===== src/rtl/fp_mac_seq.sv =====
// Sequencer that runs one MUL / ADD / MULADD / MAC operation per start/done handshake
// over an FP multiplier and adder whose pipeline depths are timed by a shared counter.
module fp_mac_seq #(
    parameter int DATA_WIDTH    = 32,
    parameter int MUL_LATENCY   = 5,
    parameter int ADD_LATENCY   = 7,
    parameter int COUNTER_WIDTH = 4
) (
    input  logic                  clock,
    input  logic                  aclr_n,
    input  logic                  start,
    input  logic [1:0]            mode,
    input  logic                  acc_clear,
    input  logic                  abort,
    input  logic [DATA_WIDTH-1:0] dataa,
    input  logic [DATA_WIDTH-1:0] datab,
    input  logic [DATA_WIDTH-1:0] datac,
    output logic                  busy,
    output logic                  done,
    output logic                  overrun,
    output logic [DATA_WIDTH-1:0] result,
    output logic [DATA_WIDTH-1:0] acc
);
    localparam int EW   = (DATA_WIDTH == 64) ? 11 : ((DATA_WIDTH == 16) ? 5 : 8);
    localparam int MW   = DATA_WIDTH - 1 - EW;
    localparam int BIAS = (1 << (EW - 1)) - 1;
    localparam int EMAX = (1 << EW) - 1;
    localparam int XW   = MW + 4;

    localparam logic [1:0] MODE_MUL    = 2'b00;
    localparam logic [1:0] MODE_ADD    = 2'b01;
    localparam logic [1:0] MODE_MAC    = 2'b11;

    typedef enum logic [1:0] {IDLE, MUL_WAIT, ADD_WAIT, DONE} state_t;

    // Round-to-nearest-even and range clamp; zero exponent flushes to signed zero.
    function automatic logic [DATA_WIDTH-1:0] fp_pack(input logic s, input int e,
            input logic [MW-1:0] m, input logic g, input logic st);
        logic [MW:0] r;
        int          ee;
        ee = e;
        r  = {1'b0, m} + {{MW{1'b0}}, g & (st | m[0])};
        if (r[MW]) ee = ee + 1;
        if (ee >= EMAX) return {s, {EW{1'b1}}, {MW{1'b0}}};
        if (ee <= 0) return {s, {(DATA_WIDTH-1){1'b0}}};
        return {s, ee[EW-1:0], r[MW-1:0]};
    endfunction

    function automatic logic [DATA_WIDTH-1:0] fp_mul(input logic [DATA_WIDTH-1:0] a,
            input logic [DATA_WIDTH-1:0] b);
        logic [2*MW+1:0] p;
        logic            s;
        int              e;
        s = a[DATA_WIDTH-1] ^ b[DATA_WIDTH-1];
        if (a[DATA_WIDTH-2:MW] == '0 || b[DATA_WIDTH-2:MW] == '0)
            return {s, {(DATA_WIDTH-1){1'b0}}};
        p = {{(MW+1){1'b0}}, 1'b1, a[MW-1:0]} * {{(MW+1){1'b0}}, 1'b1, b[MW-1:0]};
        e = int'(a[DATA_WIDTH-2:MW]) + int'(b[DATA_WIDTH-2:MW]) - BIAS;
        if (p[2*MW+1]) e = e + 1;
        else p = p << 1;
        return fp_pack(s, e, p[2*MW:MW+1], p[MW], |p[MW-1:0]);
    endfunction

    function automatic logic [DATA_WIDTH-1:0] fp_add(input logic [DATA_WIDTH-1:0] a,
            input logic [DATA_WIDTH-1:0] b);
        logic [DATA_WIDTH-1:0] x, y;
        logic [XW-1:0]         big, sml, sh;
        logic [XW:0]           s;
        int                    e, d;
        if (a[DATA_WIDTH-2:MW] == '0) return b;
        if (b[DATA_WIDTH-2:MW] == '0) return a;
        if (a[DATA_WIDTH-2:0] >= b[DATA_WIDTH-2:0]) begin x = a; y = b; end
        else begin x = b; y = a; end
        e   = int'(x[DATA_WIDTH-2:MW]);
        d   = e - int'(y[DATA_WIDTH-2:MW]);
        big = {1'b1, x[MW-1:0], 3'b000};
        sml = {1'b1, y[MW-1:0], 3'b000};
        // Bits shifted out of the smaller operand collapse into the sticky LSB.
        if (d >= XW) begin
            sh = {{(XW-1){1'b0}}, 1'b1};
        end else begin
            sh = sml >> d;
            if ((sh << d) != sml) sh[0] = 1'b1;
        end
        if (x[DATA_WIDTH-1] == y[DATA_WIDTH-1]) s = {1'b0, big} + {1'b0, sh};
        else s = {1'b0, big} - {1'b0, sh};
        if (s == '0) return '0;
        if (s[XW]) begin
            s = {1'b0, s[XW:2], s[1] | s[0]};
            e = e + 1;
        end
        for (int i = 0; i < XW; i++) begin
            if (!s[XW-1]) begin
                s = s << 1;
                e = e - 1;
            end
        end
        return fp_pack(x[DATA_WIDTH-1], e, s[XW-2:3], s[2], s[1] | s[0]);
    endfunction

    state_t                   state_q, state_d;
    logic [COUNTER_WIDTH-1:0] cnt_q, cnt_d;
    logic [DATA_WIDTH-1:0]    a_q, a_d, b_q, b_d, c_q, c_d;
    logic [DATA_WIDTH-1:0]    prod_q, prod_d, result_q, result_d, acc_q, acc_d;
    logic [1:0]               mode_q, mode_d;
    logic                     clr_q, clr_d, overrun_q, overrun_d;
    logic                     mul_en, add_en;
    logic [DATA_WIDTH-1:0]    mul_out, add_x, add_y, add_out;

    assign mul_en  = (state_q == MUL_WAIT);
    assign add_en  = (state_q == ADD_WAIT);
    assign add_x   = (mode_q == MODE_ADD) ? a_q : prod_q;
    assign add_y   = (mode_q == MODE_MAC) ? (clr_q ? '0 : acc_q) : c_q;
    assign mul_out = mul_en ? fp_mul(a_q, b_q) : '0;
    assign add_out = add_en ? fp_add(add_x, add_y) : '0;

    always_comb begin
        state_d   = state_q;
        cnt_d     = cnt_q;
        a_d       = a_q;
        b_d       = b_q;
        c_d       = c_q;
        mode_d    = mode_q;
        clr_d     = clr_q;
        prod_d    = prod_q;
        result_d  = result_q;
        acc_d     = acc_q;
        overrun_d = (state_q != IDLE) && start && !abort;
        case (state_q)
            IDLE: begin
                if (start && !abort) begin
                    a_d    = dataa;
                    b_d    = datab;
                    c_d    = datac;
                    mode_d = mode;
                    clr_d  = acc_clear;
                    if (mode == MODE_ADD) begin
                        state_d = ADD_WAIT;
                        cnt_d   = COUNTER_WIDTH'(ADD_LATENCY);
                    end else begin
                        state_d = MUL_WAIT;
                        cnt_d   = COUNTER_WIDTH'(MUL_LATENCY);
                    end
                end
            end
            MUL_WAIT: begin
                if (abort) begin
                    state_d = IDLE;
                end else if (cnt_q == '0) begin
                    if (mode_q == MODE_MUL) begin
                        result_d = mul_out;
                        state_d  = DONE;
                    end else begin
                        // The hand-over edge already counts as the first adder cycle.
                        prod_d  = mul_out;
                        cnt_d   = COUNTER_WIDTH'(ADD_LATENCY - 1);
                        state_d = ADD_WAIT;
                    end
                end else begin
                    cnt_d = cnt_q - 1'b1;
                end
            end
            ADD_WAIT: begin
                if (abort) begin
                    state_d = IDLE;
                end else if (cnt_q == '0) begin
                    result_d = add_out;
                    if (mode_q == MODE_MAC) acc_d = add_out;
                    state_d = DONE;
                end else begin
                    cnt_d = cnt_q - 1'b1;
                end
            end
            default: state_d = IDLE;
        endcase
    end

    always_ff @(posedge clock or negedge aclr_n) begin
        if (!aclr_n) begin
            state_q   <= IDLE;
            cnt_q     <= '0;
            a_q       <= '0;
            b_q       <= '0;
            c_q       <= '0;
            mode_q    <= '0;
            clr_q     <= 1'b0;
            prod_q    <= '0;
            result_q  <= '0;
            acc_q     <= '0;
            overrun_q <= 1'b0;
        end else begin
            state_q   <= state_d;
            cnt_q     <= cnt_d;
            a_q       <= a_d;
            b_q       <= b_d;
            c_q       <= c_d;
            mode_q    <= mode_d;
            clr_q     <= clr_d;
            prod_q    <= prod_d;
            result_q  <= result_d;
            acc_q     <= acc_d;
            overrun_q <= overrun_d;
        end
    end

    assign busy    = (state_q != IDLE);
    assign done    = (state_q == DONE);
    assign overrun = overrun_q;
    assign result  = result_q;
    assign acc     = acc_q;
endmodule


===== config.mk =====
export PLATFORM = sky130hd
export DESIGN_NAME = fp_mac_seq
export DESIGN_NICKNAME = d
export VERILOG_FILES = /design/src/rtl/fp_mac_seq.sv
export SDC_FILE = /design/constraint.sdc
export NUM_CORES = 2
export LEC_CHECK = 0
export CORE_ASPECT_RATIO = 1.1
export CORE_MARGIN = 2
export CORE_UTILIZATION = 45
export CTS_BUF_LIST = sky130_fd_sc_hd__clkbuf_4 sky130_fd_sc_hd__clkbuf_8
export DETAILED_ROUTE_END_ITERATION = 8
export DONT_BUFFER_PORTS = 1
export SLEW_MARGIN = 20
export SYNTH_ARGS = -nofsm -noshare
export SYNTH_HDL_FRONTEND = slang
export SYNTH_SLANG_ARGS = --single-unit

===== constraint.sdc =====
create_clock -name clock -period 43.8 [get_ports clock]
set_clock_uncertainty 0.2 [all_clocks]
set_input_delay 4.38 -clock clock [delete_from_list [all_inputs] [get_ports clock]]
set_output_delay 4.38 -clock clock [all_outputs]
set_load 0.01 [all_outputs]

After elaboration in Yosys (flattened, before gate mapping):

Cells that the tools add are included.

* $add $sub $neg: 39
* multiply operators: 1
* order comparisons: 6
* equal/unequal tests: 18
* shifts and indexed selects: 2
* mux-type cells: 309
* bitwise gates (word level): 9
* reduce and logical (&&, ||, !) cells: 23

Operator list (count)
* 32-bit 2-to-1 mux: 149
* 27-bit 2-to-1 mux: 111
* 32-bit by 2-bit subtractor with 32-bit output (second input constant): 27
* 26-bit 2-to-1 mux: 4
* 47-bit 2-to-1 mux: 2
* 28-bit 2-to-1 mux: 3
* 32-bit by 2-bit adder with 32-bit output (second input constant): 2
* 32-bit by 9-bit greater-or-equal comparator with 1-bit output (second input constant): 2
* 32-bit by 1-bit less-or-equal comparator with 1-bit output (second input constant): 2
* 32-bit case mux with 2 select lines: 1
* 23-bit by 1-bit adder with 24-bit output: 2
* 24-bit by 24-bit multiplier with 48-bit output: 1
* 8-bit zero test: 4
* 27-bit by 32-bit << shifter with 27-bit output: 1
* 27-bit by 32-bit >> shifter with 27-bit output: 1
* 31-bit greater-or-equal comparator: 1
* 27-bit by 27-bit adder with 28-bit output: 1
* 28-bit zero test: 1
* 27-bit by 27-bit subtractor with 28-bit output: 1
* 27-bit != test: 1
* 4-bit 2-to-1 mux: 6
* 1-bit 2-to-1 mux: 23
* 23-bit OR reduction: 1
* 2-bit 2-to-1 mux: 7
* 32 further kinds: 53

* bits in registers: 202
* output and inout port bits: 67

Depth between registers and ports, before layout:

* word-level depth: 183
* gate-level depth with buffers: 157
* depth with buffers taken out: 138

Least setup slack after synthesis:

No wires, ideal clock.

* path kind: register to register
* from: register mode_q[0]
* to: register result_q[25] (netlist: result[25])
* arrival: 28.297 ns
* required time: 43.471 ns
* slack: 15.174 ns
* cell stages (with the launch flop): 154
* cell sequence: dfrtp_1 > buf_4 > nand2_2 > buf_2 > clkbuf_1 > buf_1 > clkbuf_1 > nor3b_1 > a21oi_1 > ha_1 > clkbuf_1 > and4_1 > and4_1 > and2_1 > a32oi_1 > o21a_2 > o21ai_4 > nor2_2 > [... 118 more ...] > nand2_1 > xor2_1 > nand4_1 > nor2_1 > o21ai_0 > xnor2_1 > or4b_1 > o32ai_1 > xnor2_1 > and4_1 > inv_1 > o22a_1 > o31ai_2 > buf_4 > buf_6 > a31oi_1 > o41ai_1 > nor2_1

* cells in the longest elaborated chain, start to end: 176
* elaborated cells on any way between the ends: 323

RTL lines
* from (decl): RTL line 105 `logic [1:0] mode_q, mode_d;`
* from (signal assigned): RTL line 197 `mode_q <= mode_d;`
* 2-bit by 1-bit == test with 1-bit output / 2-bit == test (equally long branches): RTL line 112, 113
* 32-bit 2-to-1 mux (on tied branches): RTL line 112, 113
* 31-bit greater-or-equal comparator: RTL line 72 `if (a[DATA_WIDTH-2:0] >= b[DATA_WIDTH-2:0]) begin x = a; y = b; end`
* 32-bit 2-to-1 mux (2 in a row): RTL line 72
* 32-bit 2-to-1 mux: RTL line 71 `if (b[DATA_WIDTH-2:MW] == '0) return a;`
* 8-bit by 8-bit subtractor with 9-bit output: RTL line 75 `d = e - int'(y[DATA_WIDTH-2:MW]);`
* 27-bit by 32-bit >> shifter with 27-bit output: RTL line 82 `sh = sml >> d;`
* 27-bit by 32-bit << shifter with 27-bit output: RTL line 83 `if ((sh << d) != sml) sh[0] = 1'b1;`
* [... 159 more ...]
* 32-bit 2-to-1 mux: RTL line 46 `return {s, ee[EW-1:0], r[MW-1:0]};`
* 32-bit 2-to-1 mux: RTL line 45 `if (ee <= 0) return {s, {(DATA_WIDTH-1){1'b0}}};`
* 32-bit 2-to-1 mux: RTL line 88 `if (s[XW]) begin`
* 32-bit 2-to-1 mux: RTL line 72
* 32-bit 2-to-1 mux: RTL line 71
* 32-bit 2-to-1 mux: RTL line 166 `end else if (cnt_q == '0) begin`
* 32-bit 2-to-1 mux: RTL line 164 `if (abort) begin`
* 32-bit case mux with 2 select lines: RTL line 129 `case (state_q)`
* to (signal assigned): RTL line 200 `result_q <= result_d;`
* to (decl): RTL line 104 `logic [DATA_WIDTH-1:0] prod_q, prod_d, result_q, result_d, acc_q, acc_d;`

Parallel ways exist; a longest one is shown, timed or not. The select of a mux whose other input is x is not followed.
A chain may end at the register's enable or synchronous reset.

Worst setup path in the final report:

* from: register mode_q[1]
* to: register result_q[2] (netlist: result[2])

The elaborated chain is that of the path after synthesis.

==> flow_metrics.py <==
metrics = {
    "die": {
        "dieArea_um2": 130000,
        "coreArea_um2": 127000,
        "die_w_um": 344,
        "num_rows": 137,
        "die_y_um": 378,
        "io_pins": 170,
        "initial_core_util_pct": 45.2,
    },
    "synthesis": {
        "ys_seq_elements": 202,
        "synth_cells": 7489,
        "synth_top_area_share_pct": 16.9,
        "synthFlopType": "dfrtp_1",
        "synth_top_cell_by_area": "fa_1",
        "syn_avg_cell_area_um2": 7.64,
        "synth_area_leaders": "fa_1, dfrtp_1, ha_1, nand2_1, inv_1",
        "synthArstFlopShare_pct": 100,
        "synth_nets": 8380,
        "synth-seq-area-share_pct": 8.84,
        "synth_edf_count": 0,
        "synth_warnings": 0,
        "syn_area_um2": 57200,
        "synth_cell_types": 154,
    },
    "critical_path": {
        "rr_worst_depth": 136,
        "cpLargestDelayFamily": "simple AND/OR/NAND/NOR gates",
        "crit_top_cell": "ha_1",
        "r2r_start": "mode_q[1]",
        "critPathCaptureType": "flop",
        "cp.arrival_ps": 32820,
        "startpoint_type": "flop",
        "worst_path_largest_cell_delay_ps": 820,
        "cp.required_ps": 44220,
        "critical_path_class": "reg2reg",
        "worst-path-buf-inv": 12,
        "slowest_stage": "ha_2",
        "cp_max_fo": 44,
        "ff2ff_setup_slack_ps": 11400,
        "timing.rr.end": "result[2]",
    },
    "timing": {
        "min_period_ps": 32400,
        "setup_viol_count_final": 0,
        "rsz0062_at_grt": "no",
        "final-hold-violation-count": 0,
        "slew_headroom_pct": 16.1,
        "drv_slew": 0,
        "period_share_pct": 74.0,
        "fmax_mhz": 30.9,
        "worst_pin_slew_ps": 1250,
        "finalSetupTns_ps": 0,
    },
    "clocking": {
        "clkTransAtPathRegs_ps": 80,
        "cts_resized": 0,
        "cts_buffers": 42,
        "cts.path.max_buffers": 3,
        "cts_tree": "built",
        "post_cts_buffers": 0,
        "insertion_delay_ps": 700,
        "hold_buffers": 0,
        "clockRootBuffer": "clkbuf_8",
        "numClockSinks": 202,
        "htreeDepth": 2,
    },
    "global_routing": {
        "grt_pass1_vias": 57295,
        "gr-total-overflow": 0,
        "grt_pass1_wl_um": 369000,
        "grt.total_usage_pct": 37.2,
        "antenna_found_initial": 26,
        "grt_max_degree": 203,
    },
    "route": {
        "firstDrtPassIters": 9,
        "vias_per_cell": 6.51,
        "met1_length_um": 98400,
        "routedWlPerCell_um": 27.3,
        "wl_met2_um": 110000,
        "drc_errors": 0,
        "wl_met3_um": 23900,
        "routed-via-count": 58692,
        "wl_um": 246000,
        "ant_nets": 0,
        "highest_layer": "met5",
        "drt-initial-drc-count": 6170,
    },
    "flow_run": {
        "drv_cap": 0,
    },
    "placement": {
        "place.gp.congestion": 1.04,
        "dp_hpwl_um": 195000,
        "numPortBuffers": 0,
    },
    "min_path": {
        "hold_class": "reg2reg",
        "min_path_cells": 2,
        "min_from": "prod_q[27]",
        "hold_end": "prod_q[27]",
    },
    "outcome": {
        "run_status": "complete, no violations",
    },
    "final_layout": {
        "drive_above_1_share_pct": 8.49,
        "fin_nets": 8176,
        "fillers": 12916,
        "syn2layout_area_growth_pct": 4.54,
    },
}
[logic make-up (layout without fill, tap and decap cells)]
group,after synthesis,after routing,synth area share [%]
AO/OA/AOI/OAI,1848,1848,22.0
buffers and inverters,1065,893,7.51
other,0,25,0
multiplexers,282,282,5.70
adder cells (fa/ha/maj),796,796,23.7
XOR/XNOR,374,374,6.69
flip-flops,202,202,8.84
AND/OR/NAND/NOR,2922,2922,25.5
[flip-flops by register name (all words and copies together) (netlist names)]
register	cells
state_q	2
acc	32
prod_q	32
overrun	1
c_q	32
a_q	32
clr_q	1
result	32
mode_q	2
cnt_q	4
b_q	32
[layout make-up]
class | count | area, um^2 | share of cell area (%)
antenna | 25 | 62.6 | 0.105
multi-input combinational | 6222 | 47900 | 80.2
timing repair buffer | 149 | 1120 | 1.87
tap | 1668 | 2090 | 3.49
clock inverter | 17 | 244 | 0.408
sequential | 202 | 5060 | 8.46
inverter | 668 | 2510 | 4.19
clock buffer | 59 | 762 | 1.27
[worst reg2reg max path: cells and delay by family, from the launching register on]
family / cells / cell delay, ps
xor+xnor: 5 / 1060
compound gates: 41 / 8760
buf+inv: 12 / 2390
simple gates: 45 / 9040
mux: 6 / 1420
flops: 1 / 490
fa+ha+maj: 27 / 8940
[how the worst max path moves through the flow]
stage	from	end	slack [ps]	depth (start not counted)
after CTS	mode_q[1]	result[2]	11900	136
after floorplan	mode_q[0]	result[25]	15170	153
final	mode_q[1]	result[2]	11400	136
after global routing	mode_q[1]	result[21]	9040	136
after detailed placement	mode_q[1]	result[2]	11990	136
after global placement	mode_q[1]	result[2]	12660	136
[routing by layer]
| metal | track usage, % | vias to the layer above |
|---|---|---|
| met2 | 58.8 | 2894 |
| li1 | - | 26166 |
| met3 | 9.30 | 688 |
| met4 | 18.1 | 4 |
| met1 | 47.2 | 28940 |
| met5 | 0 | - |
[placed cells by master, fill, tap and decap left out, types with 26 or more instances in the layout]
cell type / netlist / routed
a211o_1: 31 / 31
a211oi_1: 92 / 91
a21o_1: 51 / 51
a21oi_1: 416 / 415
a22oi_1: 26 / 26
a31oi_1: 87 / 87
and2_1: 301 / 301
and3_1: 77 / 77
and4_1: 36 / 36
buf_4: 34 / 149
clkbuf_8: 0 / 51
dfrtp_1: 202 / 200
fa_1: 484 / 484
ha_1: 304 / 301
inv_1: 665 / 665
mux2_2: 148 / 148
mux2i_1: 106 / 106
nand2_1: 932 / 931
nand2b_1: 40 / 40
nand3_1: 249 / 249
nand4_1: 109 / 109
nor2_1: 534 / 532
nor2b_1: 28 / 28
nor3_1: 210 / 209
nor3b_1: 48 / 48
nor4_1: 85 / 81
o2111ai_1: 33 / 33
o211ai_1: 65 / 65
o21a_1: 46 / 46
o21ai_0: 343 / 343
o21ai_1: 70 / 70
o21bai_1: 66 / 66
o22ai_1: 36 / 36
o31ai_1: 57 / 57
or2_2: 41 / 40
or3_1: 65 / 65
or4_1: 33 / 33
xnor2_1: 231 / 229
xnor2_2: 25 / 27
xor2_1: 92 / 91
[stage by stage]
| stage | instance area, um^2 | instances | utilization (%) | setup WS (ps) | hold WS, ps |
|---|---|---|---|---|---|
| final | 59800 | 9010 | 47.3 | 11400 | 284 |
| after global routing | 59800 | 9004 | 47.2 | 9040 | 308 |
| after CTS | 59700 | 8985 | 47.2 | 11900 | 279 |
| after detailed placement | 58700 | 8909 | 46.4 | 11990 | 265 |
| after global placement | 58700 | 8909 | 46.4 | 12660 | 263 |
| after floorplan | 57200 | 7489 | - | 15170 | 243 |
[synth_stat cells (all sizes together) (217+ instances only)]
cell type and n:
nand2 939, inv 666, nor2 545, fa 484
a21oi 423, o21ai 417, and2 310, ha 304
clkbuf 273, xnor2 262, nand3 251, nor3 217
Power is not shown: default switching activity piles up to over one toggle a cycle in this logic, so the estimate is an artifact.
